## src/rtl/multicycle_sequencer.sv

```systemverilog
// Multi-cycle RV32I control FSM sharing one req/ready memory port.
// Owns IR/MDR, drives per-state datapath strobes, traps on illegal opcodes and memory stalls.
module multicycle_sequencer #(
    parameter int MEM_TIMEOUT = 16,
    parameter int CNT_W       = 32
) (
    input  logic             clk,
    input  logic             reset,
    input  logic             run,
    input  logic             mem_ready,
    input  logic [31:0]      mem_rdata,
    input  logic             alu_zero,
    output logic             mem_req,
    output logic             mem_we,
    output logic             addr_sel,
    output logic [31:0]      ir,
    output logic [31:0]      mdr,
    output logic             reg_alu_mux,
    output logic [1:0]       alu_op,
    output logic             reg_write,
    output logic             data_reg_mux,
    output logic             pc_write,
    output logic             pc_src,
    output logic             trap,
    output logic             trap_cause,
    output logic [CNT_W-1:0] instret,
    output logic [2:0]       state
);

    // state   | meaning
    // IDLE    | waiting for run
    // FETCH   | instruction read at PC
    // DECODE  | opcode legality check
    // EXECUTE | ALU op; branches retire here
    // MEM     | load/store access at ALU address; stores retire here
    // WB      | register write-back, PC+4, retire
    // TRAP    | halted until reset
    typedef enum logic [2:0] {
        S_IDLE    = 3'd0,
        S_FETCH   = 3'd1,
        S_DECODE  = 3'd2,
        S_EXECUTE = 3'd3,
        S_MEM     = 3'd4,
        S_WB      = 3'd5,
        S_TRAP    = 3'd6
    } state_t;

    localparam logic [6:0] OPC_LOAD   = 7'b0000011;
    localparam logic [6:0] OPC_IMM    = 7'b0010011;
    localparam logic [6:0] OPC_OP     = 7'b0110011;
    localparam logic [6:0] OPC_STORE  = 7'b0100011;
    localparam logic [6:0] OPC_BRANCH = 7'b1100011;

    localparam int WAIT_W = $clog2(MEM_TIMEOUT + 1);
    localparam logic [WAIT_W-1:0] WAIT_LIMIT = WAIT_W'(MEM_TIMEOUT);

    state_t            r_state;
    state_t            w_next;
    logic [WAIT_W-1:0] r_wait;
    logic [31:0]       r_ir;
    logic [31:0]       r_mdr;
    logic [CNT_W-1:0]  r_instret;
    logic              r_trap;
    logic              r_trap_cause;

    logic [6:0] w_opcode;
    logic [2:0] w_funct3;
    logic       w_is_load;
    logic       w_is_store;
    logic       w_is_op;
    logic       w_is_imm;
    logic       w_is_branch;
    logic       w_legal;
    logic       w_retire;
    logic       w_set_trap;
    logic       w_trap_cause;

    assign w_opcode    = r_ir[6:0];
    assign w_funct3    = r_ir[14:12];
    assign w_is_load   = (w_opcode == OPC_LOAD);
    assign w_is_store  = (w_opcode == OPC_STORE);
    assign w_is_op     = (w_opcode == OPC_OP);
    assign w_is_imm    = (w_opcode == OPC_IMM);
    assign w_is_branch = (w_opcode == OPC_BRANCH);
    assign w_legal     = w_is_load || w_is_store || w_is_op || w_is_imm ||
                         (w_is_branch && (w_funct3 == 3'b000 || w_funct3 == 3'b001));

    always_ff @(posedge clk or posedge reset) begin
        if (reset) begin
            r_state <= S_IDLE;
        end else begin
            r_state <= w_next;
        end
    end

    always_comb begin
        w_next       = r_state;
        mem_req      = 1'b0;
        mem_we       = 1'b0;
        addr_sel     = 1'b0;
        reg_alu_mux  = 1'b0;
        alu_op       = 2'b00;
        reg_write    = 1'b0;
        data_reg_mux = 1'b0;
        pc_write     = 1'b0;
        pc_src       = 1'b0;
        w_retire     = 1'b0;
        w_set_trap   = 1'b0;
        w_trap_cause = 1'b0;
        case (r_state)
            S_IDLE: begin
                if (run) w_next = S_FETCH;
            end
            S_FETCH: begin
                mem_req = 1'b1;
                // a ready arriving in the limit cycle still wins over the timeout
                if (mem_ready) begin
                    w_next = S_DECODE;
                end else if (r_wait == WAIT_LIMIT) begin
                    w_next       = S_TRAP;
                    w_set_trap   = 1'b1;
                    w_trap_cause = 1'b1;
                end
            end
            S_DECODE: begin
                if (w_legal) begin
                    w_next = S_EXECUTE;
                end else begin
                    w_next     = S_TRAP;
                    w_set_trap = 1'b1;
                end
            end
            S_EXECUTE: begin
                if (w_is_op) begin
                    alu_op = 2'b10;
                    w_next = S_WB;
                end else if (w_is_imm) begin
                    alu_op      = 2'b10;
                    reg_alu_mux = 1'b1;
                    w_next      = S_WB;
                end else if (w_is_load || w_is_store) begin
                    reg_alu_mux = 1'b1;
                    w_next      = S_MEM;
                end else if (w_is_branch) begin
                    alu_op   = 2'b01;
                    pc_write = 1'b1;
                    pc_src   = w_funct3[0] ? !alu_zero : alu_zero;
                    w_retire = 1'b1;
                    w_next   = run ? S_FETCH : S_IDLE;
                end else begin
                    w_next     = S_TRAP;
                    w_set_trap = 1'b1;
                end
            end
            S_MEM: begin
                mem_req     = 1'b1;
                addr_sel    = 1'b1;
                mem_we      = w_is_store;
                reg_alu_mux = 1'b1;
                if (mem_ready) begin
                    if (w_is_store) begin
                        pc_write = 1'b1;
                        w_retire = 1'b1;
                        w_next   = run ? S_FETCH : S_IDLE;
                    end else begin
                        w_next = S_WB;
                    end
                end else if (r_wait == WAIT_LIMIT) begin
                    w_next       = S_TRAP;
                    w_set_trap   = 1'b1;
                    w_trap_cause = 1'b1;
                end
            end
            S_WB: begin
                reg_write    = 1'b1;
                data_reg_mux = w_is_load;
                pc_write     = 1'b1;
                w_retire     = 1'b1;
                w_next       = run ? S_FETCH : S_IDLE;
            end
            S_TRAP: begin
                w_next = S_TRAP;
            end
            default: begin
                w_next = S_IDLE;
            end
        endcase
    end

    always_ff @(posedge clk or posedge reset) begin
        if (reset) begin
            r_wait       <= '0;
            r_ir         <= '0;
            r_mdr        <= '0;
            r_instret    <= '0;
            r_trap       <= 1'b0;
            r_trap_cause <= 1'b0;
        end else begin
            if (w_next != r_state) begin
                r_wait <= '0;
            end else if (mem_req && !mem_ready && r_wait != WAIT_LIMIT) begin
                r_wait <= r_wait + WAIT_W'(1);
            end
            if (r_state == S_FETCH && mem_ready) r_ir <= mem_rdata;
            if (r_state == S_MEM && mem_ready && w_is_load) r_mdr <= mem_rdata;
            if (w_retire) r_instret <= r_instret + CNT_W'(1);
            if (w_set_trap) begin
                r_trap       <= 1'b1;
                r_trap_cause <= w_trap_cause;
            end
        end
    end

    assign ir         = r_ir;
    assign mdr        = r_mdr;
    assign instret    = r_instret;
    assign trap       = r_trap;
    assign trap_cause = r_trap_cause;
    assign state      = r_state;

endmodule

```

## config.mk

```make
export PLATFORM = sky130hd
export DESIGN_NAME = multicycle_sequencer
export DESIGN_NICKNAME = d
export VERILOG_FILES = /design/src/rtl/multicycle_sequencer.sv
export SDC_FILE = /design/constraint.sdc
export NUM_CORES = 1
export LEC_CHECK = 0
export BUFFER_PORTS_ARGS = -buffer_cell sky130_fd_sc_hd__buf_4
export CORE_ASPECT_RATIO = 1.25
export CORE_MARGIN = 4
export CORE_UTILIZATION = 30
export CTS_BUF_LIST = sky130_fd_sc_hd__clkbuf_4 sky130_fd_sc_hd__clkbuf_8
export CTS_CLUSTER_DIAMETER = 100
export DETAILED_ROUTE_END_ITERATION = 6
export PLACE_DENSITY_LB_ADDON = 0.1
export SLEW_MARGIN = 0
export SYNTH_ARGS = -nofsm -noshare
export SYNTH_HDL_FRONTEND = slang
export SYNTH_SLANG_ARGS = --single-unit
```

## constraint.sdc

```tcl
create_clock -name clk -period 3.4 [get_ports clk]
set_input_delay 0.51 -clock clk [delete_from_list [all_inputs] [get_ports clk]]
set_output_delay 0.51 -clock clk [all_outputs]
set_load 0.01 [all_outputs]
```

Yosys cells after proc, flatten, opt, wreduce, memory -nomap -nowiden. Index checks and enable logic that the tools add are counted.

Register bits after elaboration: 106. Bits in latches: 0. Memory bits (writable): 0. Memory bits (read-only): 0. Input port bits: 37. Output and inout port bits: 111. Word-level logic and storage cells: 91. Memories: 0.

Add/subtract/negate cells: 2. $mul: 0. Divide/modulo/power cells: 0. Order comparisons: 0. Eq/ne operators: 15. Shifts and indexed selects: 0. Mux-type cells: 50. Bitwise operators: 0. Reductions and logical operators: 17.

Operator list (number): 32-bit by 1-bit adder with 32-bit output (second input constant) (1); 1-bit two-way mux (31); 3-bit two-way mux (10); 3-bit one-hot mux with 7 select lines (1); 7-bit by 6-bit == test with 1-bit output (second input constant) (2); 5-bit two-way mux (2); 3-bit == test (second input constant) (3); 7-bit by 2-bit == test with 1-bit output (second input constant) (1); 7-bit by 5-bit == test with 1-bit output (second input constant) (1); 7-bit == test (second input constant) (1); 3-bit by 1-bit == test with 1-bit output (second input constant) (2); 3-bit by 2-bit == test with 1-bit output (second input constant) (2); 1-bit logical AND (6); 3-bit logical NOT (2); 2-bit two-way mux (3); 1-bit one-hot mux with 3 select lines (2); 5-bit by 1-bit adder with 5-bit output (second input constant) (1); 5-bit == test (second input constant) (1); 1-bit logical OR (5); 5-bit inequality test (second input constant) (1); 3-bit inequality test (1); 1-bit logical NOT (2); 1-bit one-hot mux with 2 select lines (1); 2-bit nonzero test (1); 2-bit OR reduction (1).

Depth between registers and ports, before layout. Gate-level depths: netlist of run 1.

Depth after elaboration: 9. Depth in mapped cells: 7. Depth with buffers taken out: 7.

Least setup slack after synthesis of run 1. No wires, ideal clock.

Path type: register -> output. Start: register r_ir[4], in the netlist ir[4]. End: output mem_we. Data arrival time: 1384 ps. Required time: 2890 ps. Path slack: 1506 ps. Stages on the path, launching flop included: 4. Buffers on the path: 0. Cells stage by stage: dfrtp_1 > nor2b_1 > nand2_1 > nor4_1.

Longest elaborated chain between the ends: 2.

RTL lines: from (decl) (RTL line 60) `logic [31:0] r_ir;`; from (signal assigned) (RTL line 204) `if (r_state == S_FETCH && mem_ready) r_ir <= mem_rdata;`; 7-bit by 6-bit == test with 1-bit output (RTL line 81) `assign w_is_store = (w_opcode == OPC_STORE);`; 1-bit two-way mux (RTL line 110) `case (r_state)`; to (decl) (RTL line 14) `output logic mem_we,`.

Every way passes these cells.

Worst setup path after layout of run 1.
Start: register r_state[0], in the netlist state[0]. End: output pc_write.

Longest elaborated chain between the ends: 2. Elaborated cells between the ends (all ways): 4. Classes of those cells: 3 x eq/ne; 1 x mux.

RTL lines: from (decl) (RTL line 57) `state_t r_state;`; from (signal assigned) (RTL line 92) `r_state <= w_next;`; 3-bit == test / 3-bit by 2-bit == test with 1-bit output (equally long branches) (RTL line 110); 1-bit one-hot mux with 3 select lines (*) (RTL line 110); to (decl) (RTL line 22) `output logic pc_write,`.

Mark *: on every way between the ends. The rest lies on a longest branch, timed or not.

==> results of run 1 <==
## kinds of logic after synthesis
logic type                 count (synthesis)  share of synthesized area
buffers and inverters                     18                    0.01704
adders and majority gates                  3                   0.007988
AOI/OAI and AO/OA                         30                    0.06603
DFF                                      106                     0.5644
muxes                                     66                     0.1579
and+or+nand+nor                           95                     0.1177
xor gates and xnor gates                  37                    0.06896
## state kept, by name (all words and copies together) (netlist names)
register    flops
mdr            32
ir             32
trap_cause      1
instret        32
state           3
trap            1
r_wait          5
## cells in the mapped netlist, types with 6 or more instances
cell type | count | area share
nand2_1 | 18 | 0.014
xnor2_1 | 31 | 0.058
and4_1 | 7 | 0.013
nor2_1 | 14 | 0.011
nand3_1 | 15 | 0.016
inv_1 | 6 | 0.0048
and3_1 | 7 | 0.0093
mux2_2 | 59 | 0.14
buf_2 | 9 | 0.0096
mux2_1 | 6 | 0.014
xor2_1 | 6 | 0.011
nand4_1 | 10 | 0.013
dfrtp_1 | 106 | 0.56
## final timing paths
kind | start | endpoint | slack [ps] | cells after the start
max | state[0] | pc_write | 690 | 4
min | reset | instret[5] | 180 | 2
max reg2reg | state[0] | instret[15] | 1100 | 5
min reg2reg | instret[31] | instret[31] | 490 | 1
max in group asynchronous | reset | mdr[1] | 2470 | 3
min in group clk | mem_rdata[11] | mdr[11] | 340 | 2
## through the flow
step / total power [W] / utilization
final: 0.004255 / 0.4116
after global routing: 0.004543 / 0.4116
after CTS: 0.004334 / 0.4116
after detailed placement: 0.003483 / 0.3979
after global placement: 0.003467 / 0.3979
after floorplan: 0.002702 / -
## layout make-up
| type | instances | area [sq um] |
|---|---|---|
| Clock buffer | 9 | 123.9 |
| Clock inverter | 7 | 83.83 |
| Fill cell | 1474 | 8945 |
| Inverter | 6 | 25.02 |
| Multi-Input combinational cell | 231 | 1973 |
| Sequential cell | 106 | 2653 |
| Tap cell | 208 | 260.3 |
| Timing Repair Buffer | 150 | 1139 |
## report_power, final
part           switching [W]  leakage, nW  internal (W)
Sequential          0.000311         1.39       0.00156
Clock               0.000476        0.102      0.000354
Combinational       0.000722         1.47      0.000828
## cells in the final DEF (no fill, tap or decap), types with 3 or more instances in the layout
master / count
mux2_2: 59
and4_1: 7
o211ai_1: 3
and3_1: 7
clkbuf_8: 9
dfrtp_1: 106
nand2_1: 18
inv_1: 5
a2111oi_4: 4
xor2_1: 6
nor2b_1: 3
mux2_1: 6
nand4_1: 10
nand3_1: 15
xnor2_1: 31
ha_1: 3
nor3_1: 3
a21oi_1: 3
nor2_1: 14
o21ai_0: 5
buf_4: 149
## routing by layer
layer | share of wire | vias to the layer above
met5 | 0 | -
met4 | 0.015 | 0
met3 | 0.068 | 12
met2 | 0.50 | 80
met1 | 0.42 | 1624
li1 | - | 1571
==> impl_metrics.yaml, run 1 <==
worst_setup_path:
  arrival_ps: 2200
  path_cells: "and2b_2, nand3_4, a21oi_2, buf_4"
  crit_fanout: 16
  critPathBufInv: 1
  max_stage_delay_ps: 690
  cpMaxStageDelayCell: "dfrtp_1"
  cp.required_ps: 2890
  start_kind: "flop"
  path_delay_family: "flip-flops"
  end_kind: "primary output"
  worstSetupPathType: "reg -> out"
sta:
  min_period_ps: 2710
  clock-skew-final_ps: 14.52
  worstMarginPinSlew_ps: 779.8
  finalHoldViolCount: 0
  grt_setup_unrepaired: "no"
  setup_viol_count_final: 0
  setup_ws_ps: 690.4
  maxSlewHeadroom: 0.4730
  fin_crit_sh: 0.7970
  fmax_mhz: 369.1
  final_max_slew_viol_count: 0
  final.setup.tns_ps: 0
  hold-worst-slack_ps: 184.0
drt:
  via_per_inst: 4.584
  drcViolationCount: 0
  drt_wl_total_um: 11790
  detail_route.iter0.violations: 74
  postRouteAntennaNets: 0
  routedWlPerCell_um: 16.44
  via_count: 3287
  firstDrtPassIters: 4
global_route:
  use_met2: 0.2270
  antenna_found_initial: 0
  grt_overflow_total: 0
  grt_max_degree: 67
  grt_use_met3: 0.04401
  grt_pass1_vias: 3514
  grtUsageTotal: 0.1373
  use_met1: 0.1690
  grt_pass1_wl_um: 19220
  grt.busiest_layer: "met2"
cts:
  postCtsSetupBuffers: 0
  clk_pin_slew_ps: 110
  cts_hold_repair.buffers: 0
  cts_tree: "done"
  cts_buffers: 9
  clock_sinks: 106
  h-tree-depth: 3
  clockBufferDepth: 2
  postCtsResizedCells: 0
  cts-root-buf: "clkbuf_8"
  clk_latency_ps: 380
floorplanning:
  num_rows: 50
  die_w_um: 119.9
  core_area_sq_um: 15200
  pin_count: 148
  dieArea_sq_um: 17740
  start_util: 0.3091
  die_y_um: 147.9
yosys:
  avgSynthCellArea_sq_um: 13.24
  yosysUniqueCellTypes: 53
  synthFlopType: "dfrtp_1"
  ys_ff_latch: 106
  synth_cells: 355
  synth_edf_count: 0
  synth_area_sq_um: 4700
  async_flop_share: 1.000
  seq_area_frac_synth: 0.5644
  syn_nets: 395
  yosys_warnings: 0
placement:
  post_dp_cell_area_sq_um: 6050
  dp_hpwl_um: 8649
  io_buffers: 147
  gp_congestion: 0.8210
  place_worst_setup_slack_ps: 1113
  dp_cells: 701
pwr:
  vdd_drop_max_mv: 0.3269
  leakage_nw: 2.959
  powerDensity_nw_per_um2: 680.0
layout:
  syn_to_final_growth_pct: 33.15
  postLayoutCellArea_sq_um: 6257
  nets: 544
  drive_gt1_frac: 0.4735
  n_antenna_cell: 0
  fin_cells: 717
min_path:
  hold_path.class: "in -> async"
job:
  max-cap-violations: 0
outcome:
  outcome: "completed"
(Power assumes the default switching activity.)
==> run 2, diff against run 1 <==
==> constraint.sdc (replaced) <==
create_clock -name clk -period 2.2 [get_ports clk]
set_input_delay 0.33 -clock clk [delete_from_list [all_inputs] [get_ports clk]]
set_output_delay 0.33 -clock clk [all_outputs]
set_load 0.01 [all_outputs]
==> run 2 against run 1 <==
  * Wire length up 1.5%
  * Flip-flop and latch count unchanged
  * Largest power group unchanged
  * First-iteration DRC count rose by 110%
  * Largest cell class unchanged
  * Sequential share of layout area down 0.64 points
  * Critical path depth stayed put
==> impl_metrics.yaml, run 2 (synthesized netlist as in run 1, its figures left out) <==
worst_setup_path:
  end_kind: "primary output"
  worstSetupPathType: "reg -> out"
  crit_fanout: 9
  reg2reg_to: "instret[22]"
  r2r-start: "instret[0]"
  ff2ff_setup_slack_ps: 190
  reg2reg_depth: 6
  start_kind: "flop"
  arrival_ps: 1760
  cp.required_ps: 1870
drt:
  routedWlPerCell_um: 16.48
  wl_met1_um: 4952
  routed.top_layer: "met4"
  drcViolationCount: 0
  via_per_inst: 4.642
  dr_wl_met2_um: 5971
  postRouteAntennaNets: 0
  firstDrtPassIters: 6
  drt_wl_total_um: 11970
  wl_met3_um: 831
  via_count: 3370
  detail_route.iter0.violations: 157
layout:
  multiInputGateArea_sq_um: 2007
  regArea_sq_um: 2655
  syn_to_final_growth_pct: 35.30
  layout_common_cells: "buf_4, dfrtp_1, mux2_2"
  nets: 553
  fillers: 1492
  final_common_cell: "buf_4"
  n_antenna_cell: 0
  drive_gt1_frac: 0.4942
floorplanning:
  die_y_um: 147.9
  die_w_um: 119.9
  num_rows: 50
  start_util: 0.3091
  dieArea_sq_um: 17740
  pin_count: 148
  core_area_sq_um: 15200
global_route:
  grt_overflow_total: 0
  grt_max_degree: 107
  antenna_found_initial: 0
  grtUsageTotal: 0.1368
  grt_pass1_wl_um: 19150
  grt_pass1_vias: 3532
pwr:
  leakage_nw: 2.999
  powerDensity_nw_per_um2: 1041
  vdd_drop_max_mv: 0.4891
  p_int_w: 0.004245
  switching_share: 0.3585
  switchingPower_w: 0.002372
  p_clk_frac: 0.174
  seq_power_share: 0.421
  combinationalPowerShare: 0.404
placement:
  place_worst_setup_slack_ps: 183.7
  io_buffers: 147
  gp_congestion: 0.8342
  dp_hpwl_um: 8771
sta:
  final.setup.tns_ps: 0
  worstMarginPinSlew_ps: 565.8
  fin_crit_sh: 0.9495
  setup_ws_ps: 111.0
  fmax_mhz: 478.7
  clock-skew-final_ps: 8.752
  finalHoldViolCount: 0
  final_max_slew_viol_count: 0
  min_period_ps: 2089
  maxSlewHeadroom: 0.6228
  grt_setup_unrepaired: "no"
  setup_viol_count_final: 0
min_path:
  hold_path.class: "in -> async"
cts:
  cts_hold_repair.buffers: 0
  cts-root-buf: "clkbuf_8"
  clockBufferDepth: 2
  clk_pin_slew_ps: 100
  clk_latency_ps: 380
  h-tree-depth: 3
  cts_buffers: 9
  cts_tree: "done"
  clock_sinks: 106
job:
  max-cap-violations: 0
outcome:
  outcome: "completed"
==> run 2: changes by cell type in the layout (fill, tap and decap cells not counted), sizes merged <==
cell      before  now
buf          150  159
bufinv         1    0
clkbuf         9   10
clkinv         2    1
clkinvlp       1    2
==> run 2: cell type report <==
class | count | area share
Clock buffer | 10 | 0.02066
Clock inverter | 6 | 0.007477
Multi-Input combinational cell | 231 | 0.3156
Sequential cell | 106 | 0.4176
Inverter | 6 | 0.004132
Timing Repair Buffer | 159 | 0.1936
Tap cell | 208 | 0.04093
==> run 2: power groups by stage <==
stage / clock (W) / combinational, W / sequential [W]
2_1_floorplan: 0 / 0.00120 / 0.00298
3_3_place_gp: 0 / 0.00267 / 0.00280
3_5_place_dp: 0 / 0.00268 / 0.00282
4_1_cts: 0.00123 / 0.00270 / 0.00279
5_1_grt: 0.00129 / 0.00291 / 0.00286
6_report: 0.00115 / 0.00268 / 0.00279
==> run 2: how the worst max path moves through the flow <==
stage / startpoint / endpoint
floorplan: instret[0] / instret[22]
global placement: instret[0] / instret[22]
detailed placement: instret[8] / instret[23]
CTS: state[2] / pc_src
global route: ir[3] / alu_op[1]
finish: state[2] / pc_src
==> run 2: metal layers <==
metal  GRT usage  up-vias
met5           0        -
met2      0.2214       92
met1      0.1680     1677
li1            -     1589
met4     0.05903        0
met3     0.04286       12
==> run 2: timing repair <==
action,4_1_cts,5_1_grt
endpoints found under the setup margin,4,7
setup buffers,1,0
pin swaps,1,0
gates resized for setup,3,7
==> run 2: per-stage QoR <==
step	util	std cells	hold WS, ps	total power, W	instance area [sq um]
finish	0.4183	726	117.2	0.006617	6359
global route	0.4183	726	137.7	0.007067	6359
CTS	0.4169	726	116.8	0.006721	6337
detailed placement	0.4036	709	472.6	0.005504	6136
global placement	0.4036	709	461.8	0.005472	6136
floorplan	-	355	446.8	0.004176	4703
==> run 2: critical path: stages, from the launching register on <==
cell     delay, ps
dfrtp_2        480
and2b_4        330
nand3_4        190
nor3_2         230
buf_4          150
==> run 3, diff against run 2 <==
--- a/config.mk
+++ b/config.mk
@@ -8,7 +8,7 @@
 export BUFFER_PORTS_ARGS = -buffer_cell sky130_fd_sc_hd__buf_4
 export CORE_ASPECT_RATIO = 1.25
 export CORE_MARGIN = 4
-export CORE_UTILIZATION = 30
+export CORE_UTILIZATION = 44
 export CTS_BUF_LIST = sky130_fd_sc_hd__clkbuf_4 sky130_fd_sc_hd__clkbuf_8
 export CTS_CLUSTER_DIAMETER = 100
 export DETAILED_ROUTE_END_ITERATION = 6
==> run 3 against run 2 <==
  * Design area shrank 0.55%
  * Cell count shrank 10%
  * Global-route usage is 4.8 points higher
  * Power grew 2.6%
  * Clock skew is 1.1 ps lower
  * Sequential share of layout area grew 0.21 points
  * Wire length decreased by 7.2%
  * Clock power grew 16%
==> impl_metrics.yaml, run 3 (synthesized netlist as in run 1, its figures left out) <==
outcome:
  outcome: "completed"
sta:
  fmax_mhz: 475.0
  final.setup.tns_ps: 0
  grt_setup_unrepaired: "yes"
  worstMarginPinSlew_ps: 545.0
  setup_ws_ps: 94.76
  setup_viol_count_final: 0
  maxSlewHeadroom: 0.6367
  min_period_ps: 2105
  finalHoldViolCount: 0
  clock-skew-final_ps: 7.664
  final_max_slew_viol_count: 0
  fin_crit_sh: 0.9569
floorplanning:
  num_rows: 41
  dieArea_sq_um: 12410
  pin_count: 148
  die_y_um: 123.5
  die_w_um: 100.4
  start_util: 0.4580
  core_area_sq_um: 10260
worst_setup_path:
  path_delay_family: "flip-flops"
  end_kind: "primary output"
  crit_top_cell: "a21oi_4"
  critPathBufInv: 1
  arrival_ps: 1780
  r2r-start: "state[1]"
  ff2ff_setup_slack_ps: 190
  crit_fanout: 8
  path_cells: "and3b_1, a21oi_4, a21oi_4, buf_4"
  cp.required_ps: 1870
  reg2reg_to: "instret[10]"
  start_kind: "flop"
  reg2reg_depth: 6
  worstSetupPathType: "reg -> out"
  cpMaxStageDelayCell: "dfrtp_1"
  max_stage_delay_ps: 500
drt:
  postRouteAntennaNets: 0
  drt_wl_total_um: 11110
  via_per_inst: 5.230
  via_count: 3410
  routedWlPerCell_um: 17.03
  detail_route.iter0.violations: 132
  firstDrtPassIters: 4
  drcViolationCount: 0
layout:
  syn_to_final_growth_pct: 34.56
  nets: 558
  final_common_cell: "buf_4"
  drive_gt1_frac: 0.4933
  final_core_util: 0.6163
  multiInputGateArea_sq_um: 1988
  layout_common_cells: "buf_4, dfrtp_1, mux2_2"
  regArea_sq_um: 2654
  fillers: 867
  n_antenna_cell: 0
min_path:
  holdCritStartpoint: "mem_rdata[6]"
  min_to: "ir[6]"
  hold_path.class: "in -> reg"
  worst_hold_path.num_cells: 3
placement:
  dp_hpwl_um: 8249
  gp_congestion: 0.8642
  place_worst_setup_slack_ps: 182.1
  io_buffers: 147
global_route:
  grtUsageTotal: 0.1843
  antenna_found_initial: 0
  grt_overflow_total: 0
  grt_pass1_wl_um: 17910
  grt_pass1_vias: 3563
  grt_max_degree: 60
cts:
  clk_latency_ps: 360
  clock_sinks: 106
  cts-root-buf: "clkbuf_8"
  clk_pin_slew_ps: 100
  cts_tree: "done"
  cts_buffers: 9
  h-tree-depth: 3
  clockBufferDepth: 2
pwr:
  powerDensity_nw_per_um2: 1074
  leakage_nw: 3.040
  vdd_drop_max_mv: 0.5656
job:
  max-cap-violations: 0
## run 3: cell types whose count changed in the layout (fill, tap and decap cells not counted), sizes merged
cell         before  now
buf             159  163
bufinv            0    2
clkbuf           10    9
dlygate4sd3       0    1
inv               9    8
## run 3: what timing repair did
| action | CTS | global route |
|---|---|---|
| hold buffers | 1 | 0 |
| hold endpoints to repair | 2 | 0 |
| pin swaps | 0 | 1 |
| gates cloned | 0 | 0 |
| setup buffers | 0 | 3 |
| gates resized for setup | 2 | 3 |
| setup endpoints to repair | 3 | 6 |
## run 3: layout make-up
cell class | instances | share of cell area
Clock inverter | 7 | 0.01563
Sequential cell | 106 | 0.4197
Clock buffer | 9 | 0.01959
Timing Repair Buffer | 164 | 0.2010
Inverter | 6 | 0.004155
Tap cell | 129 | 0.02552
Multi-Input combinational cell | 231 | 0.3144
## run 3: worst min-delay path, stage by stage
cell,delay [ps]
buf_4,80
nand2_1,40
o21ai_0,60
## run 3: how the worst max path moves through the flow
| stage | startpoint | to | slack, ps | cells after the start |
|---|---|---|---|---|
| after floorplan | instret[0] | instret[22] | 330 | 6 |
| after global placement | instret[7] | instret[22] | 250 | 5 |
| after detailed placement | state[1] | instret[10] | 180 | 5 |
| after CTS | state[1] | pc_write | 8 | 4 |
| after global routing | ir[3] | mem_we | -20 | 4 |
| final | state[1] | pc_write | 90 | 4 |
## run 3: routing by layer
layer  global-route usage  part of all wire  vias up
li1                     -                 -     1593
met5                    0                 0        -
met4              0.06234             0.017        0
met3              0.05756             0.073       13
met1               0.2267              0.40     1693
met2               0.3076              0.51      111
## run 3: per-stage QoR
stage / cells / hold WS (ps) / total power (W) / cell area, sq um
global placement: 632 / 404.3 / 0.005415 / 6052
CTS: 649 / 157.3 / 0.006855 / 6295
global route: 652 / 157.0 / 0.007226 / 6324
detailed placement: 632 / 410.7 / 0.005484 / 6052
floorplan: 355 / 446.8 / 0.004176 / 4703
finish: 652 / 178.2 / 0.006792 / 6324
## run 3: power breakdown
part / switching, W / internal [W] / leakage (nW)
logic: 0.00128 / 0.00141 / 1.54
clock network: 0.000678 / 0.000651 / 0.111
registers: 0.000350 / 0.00242 / 1.39
